File: config.mk
export PLATFORM = sky130hd
export DESIGN_NAME = dmem_arbiter
export DESIGN_NICKNAME = d
export VERILOG_FILES = /design/src/rtl/dmem_arb_pkg.sv /design/src/rtl/dmem_arb_pick.sv /design/src/rtl/dmem_arbiter.sv
export SDC_FILE = /design/constraint.sdc
export NUM_CORES = 1
export LEC_CHECK = 0
export CAP_MARGIN = 20
export CELL_PAD_IN_SITES_DETAIL_PLACEMENT = 0
export CELL_PAD_IN_SITES_GLOBAL_PLACEMENT = 1
export CORE_ASPECT_RATIO = 1.5
export CORE_MARGIN = 5
export CORE_UTILIZATION = 30
export CTS_BUF_LIST = sky130_fd_sc_hd__clkbuf_2 sky130_fd_sc_hd__clkbuf_4 sky130_fd_sc_hd__clkbuf_8
export CTS_CLUSTER_SIZE = 8
export DETAILED_ROUTE_END_ITERATION = 6
export PLACE_DENSITY = 0.83
export SLEW_MARGIN = 20
export SYNTH_ARGS = -nofsm -noshare
export SYNTH_HDL_FRONTEND = slang
export SYNTH_HIERARCHICAL = 1
export SYNTH_SLANG_ARGS = --single-unit
export TNS_END_PERCENT = 30
File: constraint.sdc
create_clock -name clk_in -period 4.7 [get_ports clk_in]
set_input_delay 0.705 -clock clk_in [delete_from_list [all_inputs] [get_ports clk_in]]
set_output_delay 0.705 -clock clk_in [all_outputs]
set_load 0.01 [all_outputs]
File: src/rtl/dmem_arb_pkg.sv
// rtl/dmem_arb_pkg.sv - Shared FSM states, DMEM width codes and address defaults for the DMEM arbiter.
package dmem_arb_pkg;

    typedef enum logic [1:0] {
        ST_IDLE   = 2'd0,
        ST_ACCESS = 2'd1,
        ST_RESP   = 2'd2
    } state_t;

    // Bit_S width codes as seen by the DMEM
    localparam logic [1:0] BITS_WORD = 2'b00;
    localparam logic [1:0] BITS_HALF = 2'b01;
    localparam logic [1:0] BITS_BYTE = 2'b10;

    localparam logic [31:0] DMEM_BASE_DEFAULT = 32'h1001_0000;

endpackage

File: src/rtl/dmem_arb_pick.sv
// rtl/dmem_arb_pick.sv - Two-way combinational grant selection; round-robin tie-break when DMEM_ARB_RR_EN is defined.
module dmem_arb_pick (
    input  logic i_req0,
    input  logic i_req1,
`ifdef DMEM_ARB_RR_EN
    input  logic i_ptr,
`endif
    output logic o_valid,
    output logic o_win
);

    always_comb begin
        o_valid = i_req0 | i_req1;
`ifdef DMEM_ARB_RR_EN
        o_win = (i_req0 & i_req1) ? i_ptr : i_req1;
`else
        o_win = ~i_req0 & i_req1;
`endif
    end

endmodule

File: src/rtl/dmem_arbiter.sv
// rtl/dmem_arbiter.sv - Two-requester DMEM arbiter with fixed 3-cycle IDLE/ACCESS/RESP transaction.
// Define DMEM_ARB_RR_EN for round-robin tie-break; otherwise requester 0 has fixed priority.
module dmem_arbiter
    import dmem_arb_pkg::*;
#(
    parameter logic [31:0] BASE_ADDR = DMEM_BASE_DEFAULT,
    parameter int          AW        = 11
) (
    input  logic          clk_in,
    input  logic          reset,
    input  logic          r0_req,
    input  logic          r0_we,
    input  logic [31:0]   r0_addr,
    input  logic [31:0]   r0_wdata,
    input  logic [1:0]    r0_bits,
    output logic          r0_ack,
    output logic          r0_err,
    output logic [31:0]   r0_rdata,
    input  logic          r1_req,
    input  logic          r1_we,
    input  logic [31:0]   r1_addr,
    input  logic [31:0]   r1_wdata,
    input  logic [1:0]    r1_bits,
    output logic          r1_ack,
    output logic          r1_err,
    output logic [31:0]   r1_rdata,
    output logic          dm_cs,
    output logic          dm_r,
    output logic          dm_w,
    output logic [AW-1:0] dm_addr,
    output logic [31:0]   dm_wdata,
    output logic [1:0]    dm_bits,
    input  logic [31:0]   dm_rdata
);

    state_t      r_state;
    state_t      w_next;
    logic        r_win;
    logic        r_we;
    logic [31:0] r_addr;
    logic [31:0] r_wdata;
    logic [1:0]  r_bits;
    logic        r_err;
    logic [31:0] r_rdata;
    logic        w_valid;
    logic        w_win;
    logic [31:0] w_off;
    logic        w_in_range;
    logic        w_cs;
    logic        w_resp;

`ifdef DMEM_ARB_RR_EN
    logic        r_ptr;

    dmem_arb_pick u_pick (
        .i_req0  (r0_req),
        .i_req1  (r1_req),
        .i_ptr   (r_ptr),
        .o_valid (w_valid),
        .o_win   (w_win)
    );
`else
    dmem_arb_pick u_pick (
        .i_req0  (r0_req),
        .i_req1  (r1_req),
        .o_valid (w_valid),
        .o_win   (w_win)
    );
`endif

    // Offset wraps modulo 2^32, so addresses below the base land far out of range
    assign w_off      = r_addr - BASE_ADDR;
    assign w_in_range = (w_off >> AW) == 32'd0;
    assign w_cs       = (r_state == ST_ACCESS) && w_in_range;
    assign w_resp     = (r_state == ST_RESP);

    always_comb begin
        w_next = r_state;
        case (r_state)
            ST_IDLE:   if (w_valid) w_next = ST_ACCESS;
            ST_ACCESS: w_next = ST_RESP;
            ST_RESP:   w_next = ST_IDLE;
            default:   w_next = ST_IDLE;
        endcase
    end

    always_ff @(posedge clk_in or negedge reset) begin
        if (!reset) begin
            r_state <= ST_IDLE;
            r_win   <= 1'b0;
            r_we    <= 1'b0;
            r_addr  <= 32'd0;
            r_wdata <= 32'd0;
            r_bits  <= 2'd0;
            r_err   <= 1'b0;
            r_rdata <= 32'd0;
`ifdef DMEM_ARB_RR_EN
            r_ptr   <= 1'b0;
`endif
        end else begin
            r_state <= w_next;
            if (r_state == ST_IDLE && w_valid) begin
                r_win   <= w_win;
                r_we    <= w_win ? r1_we    : r0_we;
                r_addr  <= w_win ? r1_addr  : r0_addr;
                r_wdata <= w_win ? r1_wdata : r0_wdata;
                r_bits  <= w_win ? r1_bits  : r0_bits;
`ifdef DMEM_ARB_RR_EN
                r_ptr   <= ~w_win;
`endif
            end
            if (r_state == ST_ACCESS) begin
                r_err   <= ~w_in_range;
                r_rdata <= (w_in_range && !r_we) ? dm_rdata : 32'd0;
            end
        end
    end

    assign dm_cs    = w_cs;
    assign dm_r     = w_cs & ~r_we;
    assign dm_w     = w_cs & r_we;
    assign dm_addr  = w_cs ? w_off[AW-1:0] : '0;
    assign dm_wdata = w_cs ? r_wdata : 32'd0;
    assign dm_bits  = w_cs ? r_bits : 2'd0;

    assign r0_ack   = w_resp & ~r_win;
    assign r1_ack   = w_resp & r_win;
    assign r0_err   = r0_ack & r_err;
    assign r1_err   = r1_ack & r_err;
    assign r0_rdata = r0_ack ? r_rdata : 32'd0;
    assign r1_rdata = r1_ack ? r_rdata : 32'd0;

endmodule

---- Yosys cells after proc, flatten, opt, wreduce, memory -nomap -nowiden ----
Index checks and enable logic that the tools add are counted.
word-level totals
  register bits after elaboration ......... 103
  bits of input ports ..................... 170
  output and inout port bits .............. 116
  word-level logic and storage cells ...... 42
operators by class
  $add $sub $neg .......................... 1
  eq/ne operators ......................... 3
  muxes and demuxes ....................... 12
  bitwise gates (word level) .............. 12
  reduce and logical (&&, ||, !) cells .... 6
operator list
  cell                                                                   count
  32-bit 2-to-1 mux                                                      6
  32-bit logical NOT                                                     1
  32-bit by 29-bit subtractor with 32-bit output, second input constant  1
  11-bit 2-to-1 mux                                                      1
  1-bit AND                                                              7
  2-bit 2-to-1 mux                                                       3
  1-bit inverter                                                         4
  2-bit one-hot mux with 2 select lines                                  1
  1-bit logical AND                                                      3
  2-bit by 1-bit equality test with 1-bit output, second input constant  1
  2-bit equality test, second input constant                             1
  2-bit logical NOT                                                      1
  2-bit != test, second input constant                                   1
  1-bit logical NOT                                                      1
  1-bit 2-to-1 mux                                                       1
  1-bit OR                                                               1

---- Logic depth before layout (Yosys ltp) ----
  word-level depth ........................ 4
  gate-level depth with buffers ........... 8
  mapped depth without buffers ............ 7

---- Cells and area by module ----
Netlist, hierarchy kept.
modules (own cells, without submodules)
  module         instances  cells an instance  area an instance (µm²)  sequential area each (µm²)
  dmem_arbiter   1          611                5,667.9                 2,577.5
  dmem_arb_pick  1          2                  12.5                    0.0

---- Worst setup path after synthesis ----
Ideal clock, no wire load.
  path type ............................... register to output
  start ................................... register r_addr[19]
  end ..................................... output port dm_addr[0]
  data arrival time ....................... 2.276 ns
  required time ........................... 3.995 ns
  setup slack ............................. 1.719 ns
  cell stages (with the launch flop) ...... 8
  buffers on the path ..................... 2
  cells stage by stage .................... dfrtp_1 > or4_1 > clkbuf_1 > nor4b_1 > xnor2_1 > nand4_2 > clkbuf_1 > nor3b_1
on the way
  word-level cells in the longest chain between the ends .. 4
RTL lines
  element                                         RTL line             source
  start, declared                                 dmem_arbiter.sv:40   logic [31:0] r_addr;
  start signal, assigned                          dmem_arbiter.sv:105  r_addr <= w_win ? r1_addr : r0_addr;
  32-bit by 29-bit subtractor with 32-bit output  dmem_arbiter.sv:72   assign w_off = r_addr - BASE_ADDR;
  32-bit logical NOT                              dmem_arbiter.sv:73   assign w_in_range = (w_off >> AW) == 32'd0;
  1-bit logical AND                               dmem_arbiter.sv:74   assign w_cs = (r_state == ST_ACCESS) && w_in_range;
  11-bit 2-to-1 mux                               dmem_arbiter.sv:122  assign dm_addr = w_cs ? w_off[AW-1:0] : '0;
  end, declared                                   dmem_arbiter.sv:30   output logic [AW-1:0] dm_addr,
Every way passes these cells.

---- Worst setup path in the final report ----
  start ................................... register r_addr[19]
  end ..................................... output port dm_wdata[31]
on the way
  word-level cells in the longest chain between the ends .. 4
RTL lines
  element                                         RTL line             source
  32-bit by 29-bit subtractor with 32-bit output  dmem_arbiter.sv:72
  32-bit logical NOT                              dmem_arbiter.sv:73
  1-bit logical AND                               dmem_arbiter.sv:74
  32-bit 2-to-1 mux                               dmem_arbiter.sv:123  assign dm_wdata = w_cs ? r_wdata : 32'd0;
  end, declared                                   dmem_arbiter.sv:31   output logic [31:0] dm_wdata,
Every way passes these cells.

==> out/results.txt <==
Die X: 122.4 um
post-cts hold buffer count: 0
worst-case clock buffer depth: 2
fillcell total: 1,835
largest area contributor in the netlist: dfrtp_1
Hold Slack: 0.3587 ns
clock sink total: 103
I/O pins: 286
Worst Setup Path Type: reg -> out
Clock Latency Late Sink: 0.37 ns
Die Area: 21,840 um2
Clock transition at path regs: 0.11 ns
global-route wire length before repair: 27,660 um
top cell type's share of synthesized area: 45.37%
warnings from Yosys: 6
core outline area: 18,620 um2
final hold viol count: 0
total number of vias: 5,212
Multi-input gate area: 2918 um2
most frequent cell after synthesis: dfrtp_1
reg2reg start: r_addr[19]
DRC: 0
num rows: 61
TritonCTS Buffers: 9
Starting Density: 30.50%
largest cells by area after synthesis: dfrtp_1 45%, mux2i_1 12%, and2_1 7.3%, nor3b_1 6.3%, a21oi_1 5.9%
Worst Path Required: 3.99 ns
Root Buffer: clkbuf_8
drt first-iter violations: 178
number of library cell types mapped by synthesis: 31
worst path arrival time: 3.30 ns
placed cells: 1,108
First-pass DRT Iterations: 4
Final setup viols: 0
post-DP HPWL: 13,580 um
Die Y: 178.5 um
R2R Path End: r_rdata[26]
Most used DFF post-synth: dfrtp_1
Fmax: 249.4 MHz
asr flop ratio synth: 100.0%
Post-CTS Setup Bufs: 0
FF-to-FF setup slack: 1.95 ns
Overflow after GRT: 0
RSZ-0062 raised after global routing: no
Antenna diodes: 0
Least-Margin Pin Slew: 0.9412 ns
Routed WL per cell: 16.07 um
nets: 1,038
post-synthesis sequential area ratio: 45.37%
HP Class: in -> async
Register-to-Register Path Depth: 7
CTS tree: built
IO buf count: 285
crit-path max FO: 30
largest net degree at the start of global routing: 135
number of synthesized register bits: 103
P per Cell Area: 355.6 nW/um2
Layout area overhead: 58.55%
syn_nets: 784
Final ANT Viol Nets: 0
maximum vdd ir drop: 0.1707 mV
min cycle time layout: 4.009 ns
PostCTS Resize Cnt: 0
share of cells above drive strength 1: 4.128%
EDFF count, synth: 0
clock skew: 0.01536 ns
post-route insts no fill: 1,124
list of most frequent post-synthesis cells: 103 x dfrtp_1, 78 x nor2_1, 69 x mux2i_1
Routed WL: 18,060 um
Mean Syn Cell Area: 9.267 um2
post-route setup TNS: 0 ns
status: complete, no violations
Final Cycle Share: 85.30%
initial antenna violation count: 1
crit path capture type: output port
GRT Util Overall: 16.05%
leakage: 3.403 nW
cell count after synthesis: 613
crit path launch type: register
Vias/cell: 4.637
relative slew slack: 37.12%
synthesized area: 5680 um2
vias in the first global route: 5,292
MaxCap Viol Count: 0
GP Congestion: 0.7342
Slew Viols, Final: 0
FF/Latch Area: 2577 um2
depth of the CTS H-tree: 3
utilization after layout: 48.36%
[report_power, final]
group / internal, W / leakage, nW / total, W / switching [W]
clock network: 0.000259 / 0.104 / 0.000602 / 0.000343
registers: 0.00118 / 1.23 / 0.00138 / 0.000204
logic: 0.000526 / 2.07 / 0.00122 / 0.000690
total: 0.00197 / 3.40 / 0.00320 / 0.00124
[how the worst max path moves through the flow]
stage	start	endpoint	depth (start not counted)
CTS	r_addr[19]	dm_wdata[1]	7
detailed placement	r_addr[19]	dm_wdata[1]	7
global placement	r_addr[19]	dm_wdata[1]	7
global route	r_addr[19]	dm_wdata[31]	7
finish	r_addr[19]	dm_wdata[31]	7
floorplan	r_addr[19]	dm_addr[0]	7
[placed cells by master, fill, tap and decap left out, types with 9 or more instances in the layout]
| cell type | instances |
|---|---|
| clkdlybuf4s50_1 | 284 |
| dfrtp_1 | 103 |
| nor2_1 | 78 |
| mux2i_1 | 69 |
| a21oi_1 | 67 |
| and2_1 | 66 |
| nor3b_1 | 46 |
| nand2b_1 | 34 |
| nand2_1 | 34 |
| o31ai_1 | 32 |
| clkbuf_8 | 9 |
[registers in the layout, indices dropped and copies added, names as in the netlist]
register,count
r_addr,32
r_rdata,32
r_wdata,32
r_bits,2
r_state,2
r_err,1
r_we,1
r_win,1
[kinds of logic (layout without fill, tap and decap cells)]
kind of cell	count (synthesis)	in the layout	share of synthesized area, %
multiplexers	71	71	12.55
AO/OA/AOI/OAI	104	104	10.81
adder cells (fa/ha/maj)	1	1	0.2202
flip-flops	103	103	45.37
buffers and inverters	56	315	3.921
AND/OR/NAND/NOR	276	276	26.81
XOR/XNOR	2	2	0.3084
[layer usage]
metal	global-route usage, %	share of wire [%]	vias to the layer above
met1	17.23	36	2405
met3	3.585	6.5	27
met4	5.418	2.3	2
met2	30.47	55	170
met5	0	0.072	-
li1	-	-	2608
[area by class of cell]
| cell class | instances | area share [%] |
|---|---|---|
| sequential | 103 | 28.62 |
| clock buffer | 9 | 1.375 |
| inverter | 3 | 0.1250 |
| clock inverter | 7 | 0.9586 |
| tap | 252 | 3.501 |
| timing repair buffer | 296 | 33.02 |
| multi-input combinational | 454 | 32.40 |
[worst max-delay path, cell delays in order, from the launching register on]
cell             delay (ns)
dfrtp_1                0.39
or4_1                  0.62
nand3b_1               0.20
nor4_1                 0.43
nand4_4                0.15
buf_4                  0.28
nor3b_1                0.26
clkdlybuf4s50_1        0.59
[per-stage QoR]
step	setup WS (ns)	power, W	area [um2]
2_1_floorplan	1.719	0.002186	5680
5_1_grt	0.4341	0.003470	9006
3_5_place_dp	1.023	0.002650	8792
6_report	0.6909	0.003202	9006
4_1_cts	0.5858	0.003263	9002
3_3_place_gp	1.040	0.002621	8792
Power figures use the tool's default switching activity.
